**config.mk**
```make
export PLATFORM = sky130hd
export DESIGN_NAME = mdv_ctrl
export DESIGN_NICKNAME = d
export VERILOG_FILES = /design/src/rtl/mdv_pkg.sv /design/src/rtl/mdv_sel_sr.sv /design/src/rtl/mdv_ctrl.sv
export SDC_FILE = /design/constraint.sdc
export NUM_CORES = 1
export LEC_CHECK = 0
export ABC_CLOCK_PERIOD_IN_PS = 2500
export BUFFER_PORTS_ARGS = -buffer_cell sky130_fd_sc_hd__buf_4
export CORE_AREA = 8 8 78 63
export CTS_CLUSTER_DIAMETER = 80
export DETAILED_ROUTE_END_ITERATION = 10
export DIE_AREA = 0 0 86 71
export GPL_TIMING_DRIVEN = 1
export PLACE_DENSITY = 0.73
export SETUP_SLACK_MARGIN = 0.15
export SLEW_MARGIN = 40
export SYNTH_ARGS = -nofsm -noshare
export SYNTH_HDL_FRONTEND = slang
export SYNTH_SLANG_ARGS = --single-unit
```
**constraint.sdc**
```tcl
create_clock -name clk -period 2.5 [get_ports clk]
set_input_delay 0.375 -clock clk [delete_from_list [all_inputs] [get_ports clk]]
set_output_delay 0.375 -clock clk [all_outputs]
set_load 0.01 [all_outputs]
```
**src/rtl/mdv_pkg.sv**
```systemverilog
// Shared definitions for the microdrive controller: state encoding and sizing constants.
package mdv_pkg;

   localparam int unsigned MDV_MAX_DRIVES     = 8;
   localparam int unsigned MDV_SPINUP_DEFAULT = 7500;
   localparam int unsigned MDV_CNT_W          = 20;
   localparam int unsigned MDV_IDX_W          = 3;

   typedef enum logic [1:0] {
      ST_IDLE   = 2'd0,
      ST_SPINUP = 2'd1,
      ST_RUN    = 2'd2
   } mdv_state_t;

endpackage

```
**src/rtl/mdv_sel_sr.sv**
```systemverilog
// Drive-select shift register: MDSELCK edge detect, 8-bit shifter, lowest-set-bit target encoder.
module mdv_sel_sr
   import mdv_pkg::*;
#(
   parameter int unsigned NDRIVES = 2
) (
   input  logic                 clk,
   input  logic                 reset,
   input  logic                 sel_clk,
   input  logic                 sel_data,
   output logic [MDV_IDX_W-1:0] target,
   output logic                 target_valid
);

   logic                      sel_clk_q;
   logic [MDV_MAX_DRIVES-1:0] sr;
   logic [NDRIVES:0]          seen;
   logic [NDRIVES:0][MDV_IDX_W-1:0] idx;

   always_ff @(posedge clk or posedge reset) begin
      if (reset) begin
         sel_clk_q <= 1'b0;
         sr        <= '0;
      end else begin
         sel_clk_q <= sel_clk;
         if (sel_clk && !sel_clk_q)
            sr <= {sr[MDV_MAX_DRIVES-2:0], sel_data};
      end
   end

   // Priority chain: the first set bit from drive 0 upward claims the target.
   assign seen[0] = 1'b0;
   assign idx[0]  = '0;
   for (genvar g = 0; g < NDRIVES; g++) begin : g_enc
      assign seen[g+1] = seen[g] | sr[g];
      assign idx[g+1]  = (!seen[g] && sr[g]) ? MDV_IDX_W'(g) : idx[g];
   end

   assign target       = idx[NDRIVES];
   assign target_valid = seen[NDRIVES];

endmodule

```
**src/rtl/mdv_ctrl.sv**
```systemverilog
// Microdrive controller: drive selection FSM with spin-up delay, return-path mux and download steering.
module mdv_ctrl
   import mdv_pkg::*;
#(
   parameter int unsigned NDRIVES = 2,
   parameter int unsigned SPINUP  = MDV_SPINUP_DEFAULT
) (
   input  logic                   clk,
   input  logic                   reset,
   input  logic                   ce,
   input  logic                   sel_clk,
   input  logic                   sel_data,
   output logic [NDRIVES-1:0]     drv_sel,
   output logic                   motor_on,
   output logic [MDV_IDX_W-1:0]   active,
   input  logic [NDRIVES-1:0]     drv_gap,
   input  logic [NDRIVES-1:0]     drv_rx_ready,
   input  logic [8*NDRIVES-1:0]   drv_dout,
   output logic                   gap,
   output logic                   rx_ready,
   output logic [7:0]             dout,
   input  logic                   download,
   input  logic [MDV_IDX_W-1:0]   dl_drive,
   input  logic                   dl_wr,
   output logic [NDRIVES-1:0]     dl_wr_out,
   output logic [NDRIVES-1:0]     download_out
);

   logic [MDV_IDX_W-1:0] target;
   logic                 target_valid;
   mdv_state_t           state, state_n;
   logic [MDV_IDX_W-1:0] active_n;
   logic [MDV_CNT_W-1:0] cnt, cnt_n;
   logic                 dl_hold;
   logic [NDRIVES-1:0]   sel_n;
   logic [NDRIVES-1:0]   hit;
   logic [NDRIVES:0][7:0] dout_acc;

   mdv_sel_sr #(.NDRIVES(NDRIVES)) u_sel_sr (
      .clk          (clk),
      .reset        (reset),
      .sel_clk      (sel_clk),
      .sel_data     (sel_data),
      .target       (target),
      .target_valid (target_valid)
   );

   // Next state: target loss, target change, download hold, then spin-up counting.
   always_comb begin
      state_n  = state;
      active_n = active;
      cnt_n    = cnt;
      dl_hold  = download && (dl_drive == active);
      if (!target_valid) begin
         state_n = ST_IDLE;
         cnt_n   = '0;
      end else if (state == ST_IDLE || target != active) begin
         state_n  = ST_SPINUP;
         active_n = target;
         cnt_n    = '0;
      end else if (dl_hold) begin
         state_n = ST_SPINUP;
         cnt_n   = '0;
      end else if (state == ST_SPINUP && ce) begin
         if (cnt == MDV_CNT_W'(SPINUP - 1)) begin
            state_n = ST_RUN;
            cnt_n   = '0;
         end else begin
            cnt_n = cnt + MDV_CNT_W'(1);
         end
      end
   end

   always_ff @(posedge clk or posedge reset) begin
      if (reset) begin
         state    <= ST_IDLE;
         active   <= '0;
         cnt      <= '0;
         drv_sel  <= '0;
         motor_on <= 1'b0;
      end else begin
         state    <= state_n;
         active   <= active_n;
         cnt      <= cnt_n;
         drv_sel  <= sel_n;
         motor_on <= (state_n != ST_IDLE);
      end
   end

   // Per-drive decode for select, return mux and download steering.
   assign dout_acc[0] = '0;
   for (genvar g = 0; g < NDRIVES; g++) begin : g_drv
      assign sel_n[g]        = (state_n == ST_RUN) && (active_n == MDV_IDX_W'(g));
      assign hit[g]          = (state == ST_RUN) && (active == MDV_IDX_W'(g));
      assign dout_acc[g+1]   = dout_acc[g] | (drv_dout[8*g +: 8] & {8{hit[g]}});
      assign dl_wr_out[g]    = dl_wr && (dl_drive == MDV_IDX_W'(g));
      assign download_out[g] = download && (dl_drive == MDV_IDX_W'(g));
   end

   // A stopped motor reads as a permanent gap with no data.
   assign gap      = (state != ST_RUN) | (|(drv_gap & hit));
   assign rx_ready = |(drv_rx_ready & hit);
   assign dout     = dout_acc[NDRIVES];

endmodule
```
; Word level (Yosys, flattened, before mapping)
; Cells that the tools add are included.
; W data, S select, Z words.
[op_classes]
eq_ne = 11
bitwise = 7
reduce_logical = 22
add_sub_neg = 1
mux = 13
[ops]
columns = op, n
row1 = $mux W20, 5
row2 = $add A20 B1 Y20 const B, 1
row3 = $eq A20 B13 Y1 const B, 1
row4 = $and A8 B8 Y8, 2
row5 = $logic_and A1 B1 Y1, 12
row6 = $mux W2, 5
row7 = $eq A3 B1 Y1 const B, 3
row8 = $logic_not A3 Y1, 3
row9 = $or A8 B8 Y8, 1
row10 = $mux W3, 2
row11 = $and A2 B2 Y2, 2
row12 = $eq A2 B2 Y1 const B, 2
row13 = $ne A4 B1 Y1 const B, 1
row14 = $reduce_or A2 Y1, 2
row15 = $eq A3 B3 Y1, 1
row16 = $ne A3 B3 Y1, 1
row17 = $eq A2 B1 Y1 const B, 1
row18 = $logic_not A1 Y1, 2
row19 = $logic_not A2 Y1, 1
row20 = $ne A2 B2 Y1 const B, 1
row21 = $or A1 B1 Y1, 2
row22 = $reduce_bool A2 Y1, 1
row23 = $logic_or A1 B1 Y1, 1
row24 = $mux W1, 1
[word_totals]
reg_bits = 31
elab_cells = 61
output_inout_bits = 20

; Longest topological paths before layout
[logic_depth]
ltp_word = 9
mapped_depth = 7

; Modules after synthesis
; Synthesis repeated with hierarchy kept, for this count alone.
[hier_totals]
cells_unflattened = 210
area_unflattened_um2 = 1954.4
[modules_own_cells]
columns = mod, area_each_um2, cells_each, instances
row1 = mdv_ctrl, 1804.2, 198, 1
row2 = mdv_sel_sr, 150.1, 12, 1

; Least setup slack after synthesis
; No wires, ideal clock.
[synth_path]
kind = reg-to-output
startpoint = register active[0]
endpoint = output dout[0]
stages_incl_launch_ff = 5
slack_ns = 0.823
t_required_ns = 2.125
n_path_buf = 2
arrival_ns = 1.302
cell_sequence = dfrtp_1 -> buf_2 -> buf_1 -> mux2i_1 -> nor2_1
[synth_between]
elab_chain_cells = 4
[synth_lines]
columns = element, line_no
row1 = "start, declared", mdv_ctrl.sv:15  ; output logic [MDV_IDX_W-1:0] active,
row2 = "start signal, assigned", mdv_ctrl.sv:83  ; active <= active_n;
row3 = $eq A3 B1 Y1 / $logic_not A3 Y1 (equally long branches), mdv_ctrl.sv:94  ; assign hit[g] = (state == ST_RUN) && (active == MDV_IDX_W'(g));
row4 = $logic_and A1 B1 Y1, mdv_ctrl.sv:94
row5 = $and A8 B8 Y8, mdv_ctrl.sv:95  ; assign dout_acc[g+1] = dout_acc[g] | (drv_dout[8*g +: 8] & {8{hit[g]}});
row6 = $or A8 B8 Y8 *, mdv_ctrl.sv:95
row7 = "end, declared", mdv_ctrl.sv:21  ; output logic [7:0] dout,
; Every way passes the cells marked *; elsewhere a longest branch is shown, timed or not.

; Worst setup path after layout
[layout_path]
startpoint = register state[0]
endpoint = output gap
[layout_between]
elab_chain_cells = 5
[layout_lines]
columns = element, line_no
row1 = "start, declared", mdv_ctrl.sv:31  ; mdv_state_t state, state_n;
row2 = "start signal, assigned", mdv_ctrl.sv:82  ; state <= state_n;
row3 = $eq A2 B2 Y1, mdv_ctrl.sv:94
row4 = $logic_and A1 B1 Y1, mdv_ctrl.sv:94
row5 = $and A2 B2 Y2, mdv_ctrl.sv:101  ; assign gap = (state != ST_RUN) | (|(drv_gap & hit));
row6 = $reduce_or A2 Y1, mdv_ctrl.sv:101
row7 = $or A1 B1 Y1 *, mdv_ctrl.sv:101
row8 = "end, declared", mdv_ctrl.sv:19  ; output logic gap,
; Marks and branches as above.

==> run_results.csv <==
group,metric,value,unit
route,met3_wirelength,136,µm
timing,worst_slew_pin_slew,0.497,ns
power,power.density,547,nW/µm²
cts,postCtsHoldBufs,0,
die,die_h,71,µm
status,outcome,"finished, final reports clean",
route,drt-total-wl,4150,µm
cts,clkSinkCount,31,
global_route,overflow,0,
run,drv_cap,0,
timing,relSlewSlack,66.8,%
timing,rsz0062_at_grt,"no",
synth,yosys_register_bits,31,
global_route,antenna_found_initial,0,
synth,yosys_warnings,0,
synth,synthesis.nets,217,
final_layout,final_core_util,59.9,%
synth,syn_inst,186,
cts,numCtsBuffers,5,
die,dieArea,6110,µm²
route,topRoutingLayerUsed,"met4",
cts,clk_pin_slew,0.06,ns
synth,ys_types,42,
timing,finalCriticalPeriod,2.05,ns
setup_path,path_class,"flip-flop to output pin",
setup_path,cp_max_fo,10,
setup_path,path_delay_family,"simple AND/OR/NAND/NOR gates",
route,route.met2.wl,2040,µm
die,ioPinCount,50,
final_layout,n_antenna_cell,0,
route,wl_met1,1960,µm
timing,setup_violations,0,
synth,seq_area_frac_synth,44.7,%
final_layout,mostFrequentLayoutCells,"buf_4 (51), nor2_1 (35), dfrtp_1 (31), nand2_1 (18), xor2_1 (15)",
final_layout,stdcell_count,295,
cts,cts_buffer_depth,2,
setup_path,path_buf_inv,1,
timing,fin_skew,0.00423,ns
place,dp.cells,287,
cts,clk_latency,0.28,ns
place,port_buffers,49,
global_route,grt_max_degree,32,
setup_path,cp_slowest_cell,"or3_1",
setup_path,endpoint_kind,"output pin",
synth,netlist_area,1740,µm²
cts,cts-root-buf,"clkbuf_8",
timing,fin_setup_tns,0,ns
power,p_leak,1.04,nW
cts,cts_setup_buffers,0,
global_route,gr-usage-all-layers,14.0,%
setup_path,cp.required,2.12,ns
place,routabilityCongestion,0.804,
die,rows,20,
die,fp.dieW,86,µm
cts,cts_repair_resize_count,0,
final_layout,mostFrequentLayoutCell,"buf_4",
final_layout,area_delta_synth_final,30.4,%
global_route,grt_pass1_wl,6980,µm
power,vdd_drop_max,0.370,mV
route,vias_per_cell,5.09,
timing,fmax,487,MHz
timing,slew_viol_final,0,
die,start_util,46.0,%
final_layout,fill_cells,335,
route,ant_nets,0,
setup_path,start_kind,"flip-flop",
cts,cts_tree,"built",
global_route,grt_pass1_vias,1456,
route,drc_errors,0,
route,drtIter0Drc,133,
synth,avgSynthCellArea,9.34,µm²
cts,htree_levels,2,
setup_path,cp_cell_sequence,"nand2b_1, or3_1, o21bai_1, buf_4",
final_layout,nets,270,
setup_path,arrival,1.68,ns
die,core,3780,µm²
final_layout,drive_gt1_share,27.1,%
route,drt-wirelength-per-cell,14.1,µm
timing,period_share,82.2,%
route,vias,1503,
hold_path,hp-class,"input pin to async pin",
setup_path,cpPeakStageDelay,0.48,ns
route,drt-pass1-iter-count,4,
place,dp_hpwl,3140,µm
timing,hold_viol_final,0,
worst paths after layout:
| check | cells after the start | end | from | slack [ns] |
|---|---|---|---|---|
| max in group asynchronous | 3 | drv_sel[1]$_DFF_PP0_ | reset | 2.04 |
| hold / removal | 3 | cnt[15]$_DFFE_PP0P_ | reset | 0.17 |
| setup / recovery | 4 | gap | state[0]$_DFF_PP0_ | 0.45 |
| hold reg to reg | 1 | active[1]$_DFF_PP0_ | active[1]$_DFF_PP0_ | 0.54 |
| min in group clk | 1 | u_sel_sr.sel_clk_q$_DFF_PP0_ | sel_clk | 0.21 |
| setup reg to reg | 5 | cnt[11]$_DFFE_PP0P_ | cnt[0]$_DFFE_PP0P_ | 0.56 |
registers in the layout (all words and copies together) (netlist names):
name	count
state	2
u_sel_sr.sr	2
drv_sel	2
motor_on	1
cnt	20
active	3
u_sel_sr.sel_clk_q	1
synthesized netlist by cell type, drive strengths merged:
library cell	n	share of area, %
nor2	35	7.6
dfrtp	31	45
nand2	18	3.9
xor2	15	7.6
nand3	12	3.5
mux2i	10	5.8
a21oi	8	2.3
nand4	7	2.9
nor3	6	3.0
buf	3	0.94
nand2b	3	1.1
nor4b	3	1.9
and2	2	0.72
and3	2	0.72
and4	2	1.0
clkbuf	2	0.43
inv	2	0.43
mux2	2	1.3
nand3b	2	0.86
nor4	2	0.72
o211ai	2	0.86
or4	2	0.86
xnor2	2	1.0
a211oi	1	0.43
a21o	1	0.43
a31oi	1	0.36
and2b	1	0.43
and4bb	1	0.72
ha	1	0.72
nor2b	1	0.36
nor4bb	1	0.58
o21bai	1	0.43
o22ai	1	0.36
or2	1	0.36
or3	1	0.36
or4b	1	0.58
layer usage:
layer	GRT usage, %	up-vias
met5	0	-
met4	2.91	0
met3	4.05	2
met2	22.8	15
met1	18.0	722
li1	-	764
worst reg2reg max path, stage by stage, from the launching register on:
cell and delay, ns:
dfrtp_1 0.40, ha_1 0.27, nor4bb_1 0.34, and4_1 0.29, a21o_1 0.40, nor2_1 0.10
through the flow:
step / setup WS, ns / hold WS, ns / instance area (µm²) / power [mW]
floorplan: 0.823 / 0.406 / 1740 / 0.733
global placement: 0.617 / 0.480 / 2160 / 0.819
detailed placement: 0.576 / 0.484 / 2160 / 0.822
CTS: 0.432 / 0.185 / 2260 / 1.25
global route: 0.323 / 0.201 / 2260 / 1.31
finish: 0.445 / 0.173 / 2260 / 1.24
logic make-up after synthesis:
| group | Yosys count | synth area share (%) |
|---|---|---|
| xor+xnor | 17 | 8.57 |
| simple gates | 103 | 32.0 |
| mux | 12 | 7.06 |
| compound gates | 15 | 5.19 |
| buf+inv | 7 | 1.80 |
| flops | 31 | 44.7 |
| fa+ha+maj | 1 | 0.720 |
where the power goes:
group / internal, mW / switching, mW
logic: 0.114 / 0.140
registers: 0.528 / 0.0290
clock network: 0.251 / 0.177
final cells by class:
type | count | area [µm²] | share of cell area, %
Tap cell | 55 | 68.8 | 3.04
Timing Repair Buffer | 51 | 383 | 16.9
Sequential cell | 31 | 776 | 34.3
Clock buffer | 8 | 100 | 4.42
Multi-Input combinational cell | 148 | 930 | 41.0
Inverter | 2 | 7.51 | 0.331
No activity file was read; power rests on OpenSTA's default activity.
